`config.mk`:
```
export PLATFORM = sky130hd
export DESIGN_NAME = fifo_stream_reader_flat
export DESIGN_NICKNAME = d
export VERILOG_FILES = /design/src/rtl/fifo_pkg.sv /design/src/rtl/fifo_stream_reader_if.sv /design/src/rtl/stream_skid_buf.sv /design/src/rtl/fifo_stream_reader.sv /design/src/flat_wrapper.sv
export SDC_FILE = /design/constraint.sdc
export NUM_CORES = 1
export LEC_CHECK = 0
export BUFFER_PORTS_ARGS = -buffer_cell sky130_fd_sc_hd__clkbuf_2
export CAP_MARGIN = 20
export CORE_MARGIN = 4
export CORE_UTILIZATION = 25
export CTS_BUF_LIST = sky130_fd_sc_hd__clkbuf_8
export CTS_CLUSTER_DIAMETER = 30
export DETAILED_ROUTE_END_ITERATION = 7
export PLACE_DENSITY = 0.43
export RECOVER_POWER = 25
export SLEW_MARGIN = 20
export SYNTH_ARGS = -nofsm -noshare
export SYNTH_HDL_FRONTEND = slang
export SYNTH_SLANG_ARGS = --single-unit
```
`constraint.sdc`:
```
create_clock -name clk -period 3.1 [get_ports clk]
set_input_delay 0 -clock clk [delete_from_list [all_inputs] [get_ports clk]]
set_output_delay 0 -clock clk [all_outputs]
set_load 0.02 [all_outputs]
```
`src/rtl/fifo_pkg.sv`:
```
// Shared types and the FIFO's read-acceptance rule for the stream reader
// and anything else that models the same FIFO.
package fifo_pkg;

    typedef enum logic [1:0] {IDLE, RUN, DRAIN} rd_state_e;

    // A write that the FIFO accepts takes priority and suppresses any read that cycle.
    function automatic logic read_accepted(input logic rd_en, input logic empty,
                                           input logic wr_en, input logic full);
        return rd_en && !empty && !(wr_en && !full);
    endfunction

endpackage

```
`src/rtl/fifo_stream_reader_if.sv`:
```
// FIFO read-side and output-stream signals of the stream reader.
interface fifo_stream_reader_if #(parameter int DATA_WIDTH = 4);

    logic                  fifo_empty;
    logic                  fifo_full;
    logic                  fifo_wr_en;
    logic                  fifo_rd_en;
    logic [DATA_WIDTH-1:0] fifo_data;
    logic                  m_valid;
    logic                  m_ready;
    logic [DATA_WIDTH-1:0] m_data;
    logic                  m_last;

    modport master (
        input  fifo_empty, fifo_full, fifo_wr_en, fifo_data, m_ready,
        output fifo_rd_en, m_valid, m_data, m_last
    );

    modport slave (
        output fifo_empty, fifo_full, fifo_wr_en, fifo_data, m_ready,
        input  fifo_rd_en, m_valid, m_data, m_last
    );

endinterface

```
`src/rtl/stream_skid_buf.sv`:
```
// Two-entry skid buffer; push and pop in the same cycle are both honoured.
module stream_skid_buf #(
    parameter int DATA_WIDTH = 4
) (
    input  logic                  clk,
    input  logic                  rst,
    input  logic                  push,
    input  logic [DATA_WIDTH-1:0] push_data,
    input  logic                  ready,
    output logic                  valid,
    output logic                  pop,
    output logic [DATA_WIDTH-1:0] data,
    output logic [1:0]            occ
);

    logic [DATA_WIDTH-1:0] mem [2];
    logic                  head;
    logic                  tail;

    assign valid = (occ != 2'd0);
    assign pop   = valid && ready;
    assign data  = mem[head];

    always_ff @(posedge clk) begin
        if (rst) begin
            mem[0] <= '0;
            mem[1] <= '0;
            head   <= 1'b0;
            tail   <= 1'b0;
            occ    <= 2'd0;
        end else begin
            if (push) begin
                mem[tail] <= push_data;
                tail      <= ~tail;
            end
            if (pop) head <= ~head;
            occ <= occ + {1'b0, push} - {1'b0, pop};
        end
    end

endmodule

```
`src/rtl/fifo_stream_reader.sv`:
```
// Reads a 1-cycle-latency FIFO and re-presents its words as a framed
// valid/ready stream with m_last every BURST_LEN beats.
module fifo_stream_reader
    import fifo_pkg::*;
#(
    parameter int DATA_WIDTH = 4,
    parameter int BURST_LEN  = 4
) (
    input  logic                 clk,
    input  logic                 rst,
    input  logic                 enable,
    fifo_stream_reader_if.master bus,
    output logic                 busy
);

    localparam int CW = (BURST_LEN > 1) ? $clog2(BURST_LEN) : 1;

    rd_state_e     state, state_nxt;
    logic          inflight;
    logic          pop;
    logic          last_hold;
    logic          drain_close;
    logic [1:0]    occ;
    logic [2:0]    budget;
    logic [CW-1:0] beat_cnt;

    stream_skid_buf #(.DATA_WIDTH(DATA_WIDTH)) u_skid (
        .clk       (clk),
        .rst       (rst),
        .push      (inflight),
        .push_data (bus.fifo_data),
        .ready     (bus.m_ready),
        .valid     (bus.m_valid),
        .pop       (pop),
        .data      (bus.m_data),
        .occ       (occ)
    );

    // Words owed to the buffer after this cycle's pop; one more read only fits if <= 1.
    assign budget = {1'b0, occ} + {2'b0, inflight} - {2'b0, pop};

    assign bus.fifo_rd_en = !rst && (state == RUN) && enable && !bus.fifo_empty
                            && (budget <= 3'd1);

    assign drain_close = (state == DRAIN) && (occ == 2'd1) && !inflight;
    // last_hold keeps m_last stable if a drain-closing beat stalls and RUN resumes.
    assign bus.m_last  = bus.m_valid &&
                         ((beat_cnt == CW'(BURST_LEN - 1)) || drain_close || last_hold);
    assign busy        = (state != IDLE);

    always_comb begin
        state_nxt = state;
        case (state)
            IDLE:    if (enable) state_nxt = RUN;
            RUN:     if (!enable) state_nxt = DRAIN;
            DRAIN: begin
                if (enable)                         state_nxt = RUN;
                else if (occ == 2'd0 && !inflight)  state_nxt = IDLE;
            end
            default: state_nxt = IDLE;
        endcase
    end

    always_ff @(posedge clk) begin
        if (rst) begin
            state     <= IDLE;
            inflight  <= 1'b0;
            last_hold <= 1'b0;
            beat_cnt  <= '0;
        end else begin
            state     <= state_nxt;
            inflight  <= read_accepted(bus.fifo_rd_en, bus.fifo_empty,
                                       bus.fifo_wr_en, bus.fifo_full);
            last_hold <= bus.m_last && !bus.m_ready;
            if (pop) beat_cnt <= bus.m_last ? '0 : beat_cnt + 1'b1;
        end
    end

endmodule

```
`src/flat_wrapper.sv`:
```
// flat-port wrapper written by rule: the top's interface ports become plain ports
module fifo_stream_reader_flat import fifo_pkg::*;
#(
    parameter int DATA_WIDTH = 4,
    parameter int BURST_LEN  = 4
)
  (clk, rst, enable, busy, bus_fifo_empty, bus_fifo_full, bus_fifo_wr_en, bus_fifo_data, bus_m_ready, bus_fifo_rd_en, bus_m_valid, bus_m_data, bus_m_last);
  fifo_stream_reader_if #(.DATA_WIDTH(DATA_WIDTH)) bus_i ();
  input  logic clk;
  input  logic rst;
  input  logic enable;
  output logic busy;
  input wire logic [$bits(bus_i.fifo_empty)-1:0] bus_fifo_empty;
  input wire logic [$bits(bus_i.fifo_full)-1:0] bus_fifo_full;
  input wire logic [$bits(bus_i.fifo_wr_en)-1:0] bus_fifo_wr_en;
  input wire logic [$bits(bus_i.fifo_data)-1:0] bus_fifo_data;
  input wire logic [$bits(bus_i.m_ready)-1:0] bus_m_ready;
  output wire logic [$bits(bus_i.fifo_rd_en)-1:0] bus_fifo_rd_en;
  output wire logic [$bits(bus_i.m_valid)-1:0] bus_m_valid;
  output wire logic [$bits(bus_i.m_data)-1:0] bus_m_data;
  output wire logic [$bits(bus_i.m_last)-1:0] bus_m_last;
  assign bus_i.fifo_empty = bus_fifo_empty;
  assign bus_i.fifo_full = bus_fifo_full;
  assign bus_i.fifo_wr_en = bus_fifo_wr_en;
  assign bus_i.fifo_data = bus_fifo_data;
  assign bus_i.m_ready = bus_m_ready;
  assign bus_fifo_rd_en = bus_i.fifo_rd_en;
  assign bus_m_valid = bus_i.m_valid;
  assign bus_m_data = bus_i.m_data;
  assign bus_m_last = bus_i.m_last;
  fifo_stream_reader #(.DATA_WIDTH(DATA_WIDTH), .BURST_LEN(BURST_LEN)) u_core (.clk(clk), .rst(rst), .enable(enable), .bus(bus_i), .busy(busy));
endmodule
```
==> run metrics <==
largest cells by area after synthesis=edfxtp_1 27%, dfxtp_1 25%, nand2b_1 5.7%; slowest CP cell=or4_4; leakage power total=0.000462 µW; crit path from=u_core.u_skid.occ[1]; Seq cells post-synth=19; htree depth=1; Area growth syn-to-layout=24.9%; unrepaired setup endpoints after global routing=false; Pwr Density=568 nW/µm²; DIE WIDTH=67.3 µm; initial antenna violation count=0; Critical path buffers and inverters=3; Mapped Area=878 µm²; required time at the worst-slack endpoint=3.10 ns; initial DRC count=22; metal3 WL=108 µm; met2 WL=757 µm; maxcap violations=0; M1 WL=766 µm; reg2reg path depth=8; first-pass GRT wire length=2880 µm; GRT overflow=0; final setup vio count=0; TritonCTS Sinks=19; Post-synth top cells=13 x nor2_1, 11 x dfxtp_1, 8 x edfxtp_1, 8 x nand2b_1, 6 x inv_1; register area share after synthesis=0.524; core footprint=3360 µm²; Post-Layout Cell Count=153; Final Skew=0.000987 ns; Fin. Hold Viols=0; max-slew violation count=0; Worst VDD drop=0.320 mV; Residual DRC=0; fin crit share=0.905; Initial Util=0.261; CTS Buf Count=3; vias post-DR=644; root buffer cell=clkbuf_8; total global-route track usage=0.0856; CTS tree=yes; crit-path max FO=6; Crit path max-delay family=adder cells; share of flip-flops with an asynchronous set or reset=0; critical path's largest stage delay=0.53 ns; clock latency on the worst-skew pair=0.25 ns; pin count of the biggest net entering global routing=18; drt wl/cell=10.8 µm; post-DP HPWL=1270 µm; NumNets Final=123; DR vias/cell=4.21; worst path cell trace=o21ai_1 -> inv_1 -> ha_1 -> inv_1 -> ha_1 -> fa_1 -> or4_4 -> nor2_1 -> clkbuf_2; Startpoint Class=flip-flop; Clock Path Buffers=2; vias in the first global route=685; gpl congestion=0.706; postcts setup bufs=0; row count=21; antenna cell count=0; Post-Syn Nets=98; crit end category=output port; FF-to-FF setup slack=0.61 ns; HP Class=in2reg; hold path startpoint=bus_fifo_empty; Clock transition at path regs=0.07 ns; Main synth FF type=dfxtp_1; reg-to-reg startpoint=u_core.u_skid.occ[1]; post-synth top area share=0.274; syn_area_per_cell=10.6 µm²; Tightest Pin Transition=0.573 ns; post-route ant nets=0; Initial DRT Pass Iterations=2; Slew headroom=0.612; hold depth=3; Resized Gates After CTS=0; Inst Count DP=146; Synth cell types=28; CP Depth=9; number of synthesized flops with an enable pin=8; total negative slack=0 ns; largest area contributor in the netlist=edfxtp_1; Crit Path Class=reg2out; Die H=67.3 µm; Post-Synthesis Cells=83; fmax=357 MHz; I/O pin cnt=19; cell with the most instances after synthesis=nor2_1; share of cells above drive strength 1=0.262; Tmin final=2.80 ns; synth warn=0; DR top layer=met4; Worst EP arrival=2.80 ns; hold-fix buffer count after cts=3; routed wire length=1650 µm; Die ar.=4530 µm²; Buffers on Ports=18; status=completed
## flip-flops by register name, summed over array words and instances, names as in the netlist, named ones only
register / count
u_core.u_skid.mem: 8
u_core.u_skid.occ: 2
u_core.beat_cnt: 2
u_core.inflight: 1
u_core.state: 2
u_core.u_skid.tail: 1
u_core.last_hold: 1
u_core.u_skid.head: 1
## layout make-up
cell class	count	area (µm²)
clock inverter	1	5.00
multi-input combinational	57	392
sequential	19	460
fill	385	2270
timing repair buffer	21	119
clock buffer	3	41.3
inverter	6	22.5
tap	46	57.6
## stage by stage
stage	util	instance area [µm²]	total power (µW)	hold WS, ns	setup slack [ns]
2_1_floorplan	-	878	413	0.0716	0.640
3_3_place_gp	0.304	1020	456	0.190	0.570
3_5_place_dp	0.304	1020	457	0.191	0.531
4_1_cts	0.327	1100	637	0.0120	0.245
5_1_grt	0.326	1100	665	0.0148	0.0994
6_report	0.326	1100	623	0.0192	0.296
## layer usage
metal / track usage / vias to the layer above
li1: - / 333
met4: 0.0304 / 0
met3: 0.0366 / 2
met5: 0 / -
met2: 0.146 / 16
met1: 0.0946 / 293
## cell families after synthesis
family,share of synthesized area
compound gates,0.0655
xor+xnor,0.0199
fa+ha+maj,0.0655
buf+inv,0.0299
flops,0.524
mux,0.0513
simple gates,0.244
## worst register-to-register path, cell delays in order (launching register included)
cell,delay (ns)
dfxtp_1,0.35
o21ai_1,0.36
inv_1,0.08
ha_1,0.28
inv_1,0.04
ha_1,0.18
fa_1,0.45
or4_4,0.53
nor3_2,0.15
## path summary, 6_finish.rpt
check	endpoint
max	bus_fifo_rd_en
min	u_core.inflight
max reg2reg	u_core.inflight
min reg2reg	u_core.u_skid.tail
## cell usage in the layout, fill, tap and decap left out, drive strengths merged, types with 2 or more instances in the layout
master       instances
mux2                 4
a211oi               2
nand2b               8
nand2                4
a211o                2
edfxtp               8
dlygate4sd3          3
dfxtp               11
nor2b                3
nor2                13
ha                   3
clkbuf              21
inv                  6
o21ai                2
a21oi                3
## where the power goes
| group | leakage [µW] | total (µW) | internal (µW) | switching [µW] |
|---|---|---|---|---|
| Combinational | 0.000265 | 147 | 68.1 | 79.1 |
| Clock | 0.0000255 | 173 | 89.3 | 84.0 |
| Sequential | 0.000172 | 302 | 282 | 19.9 |
No activity file was read; power rests on OpenSTA's default activity.
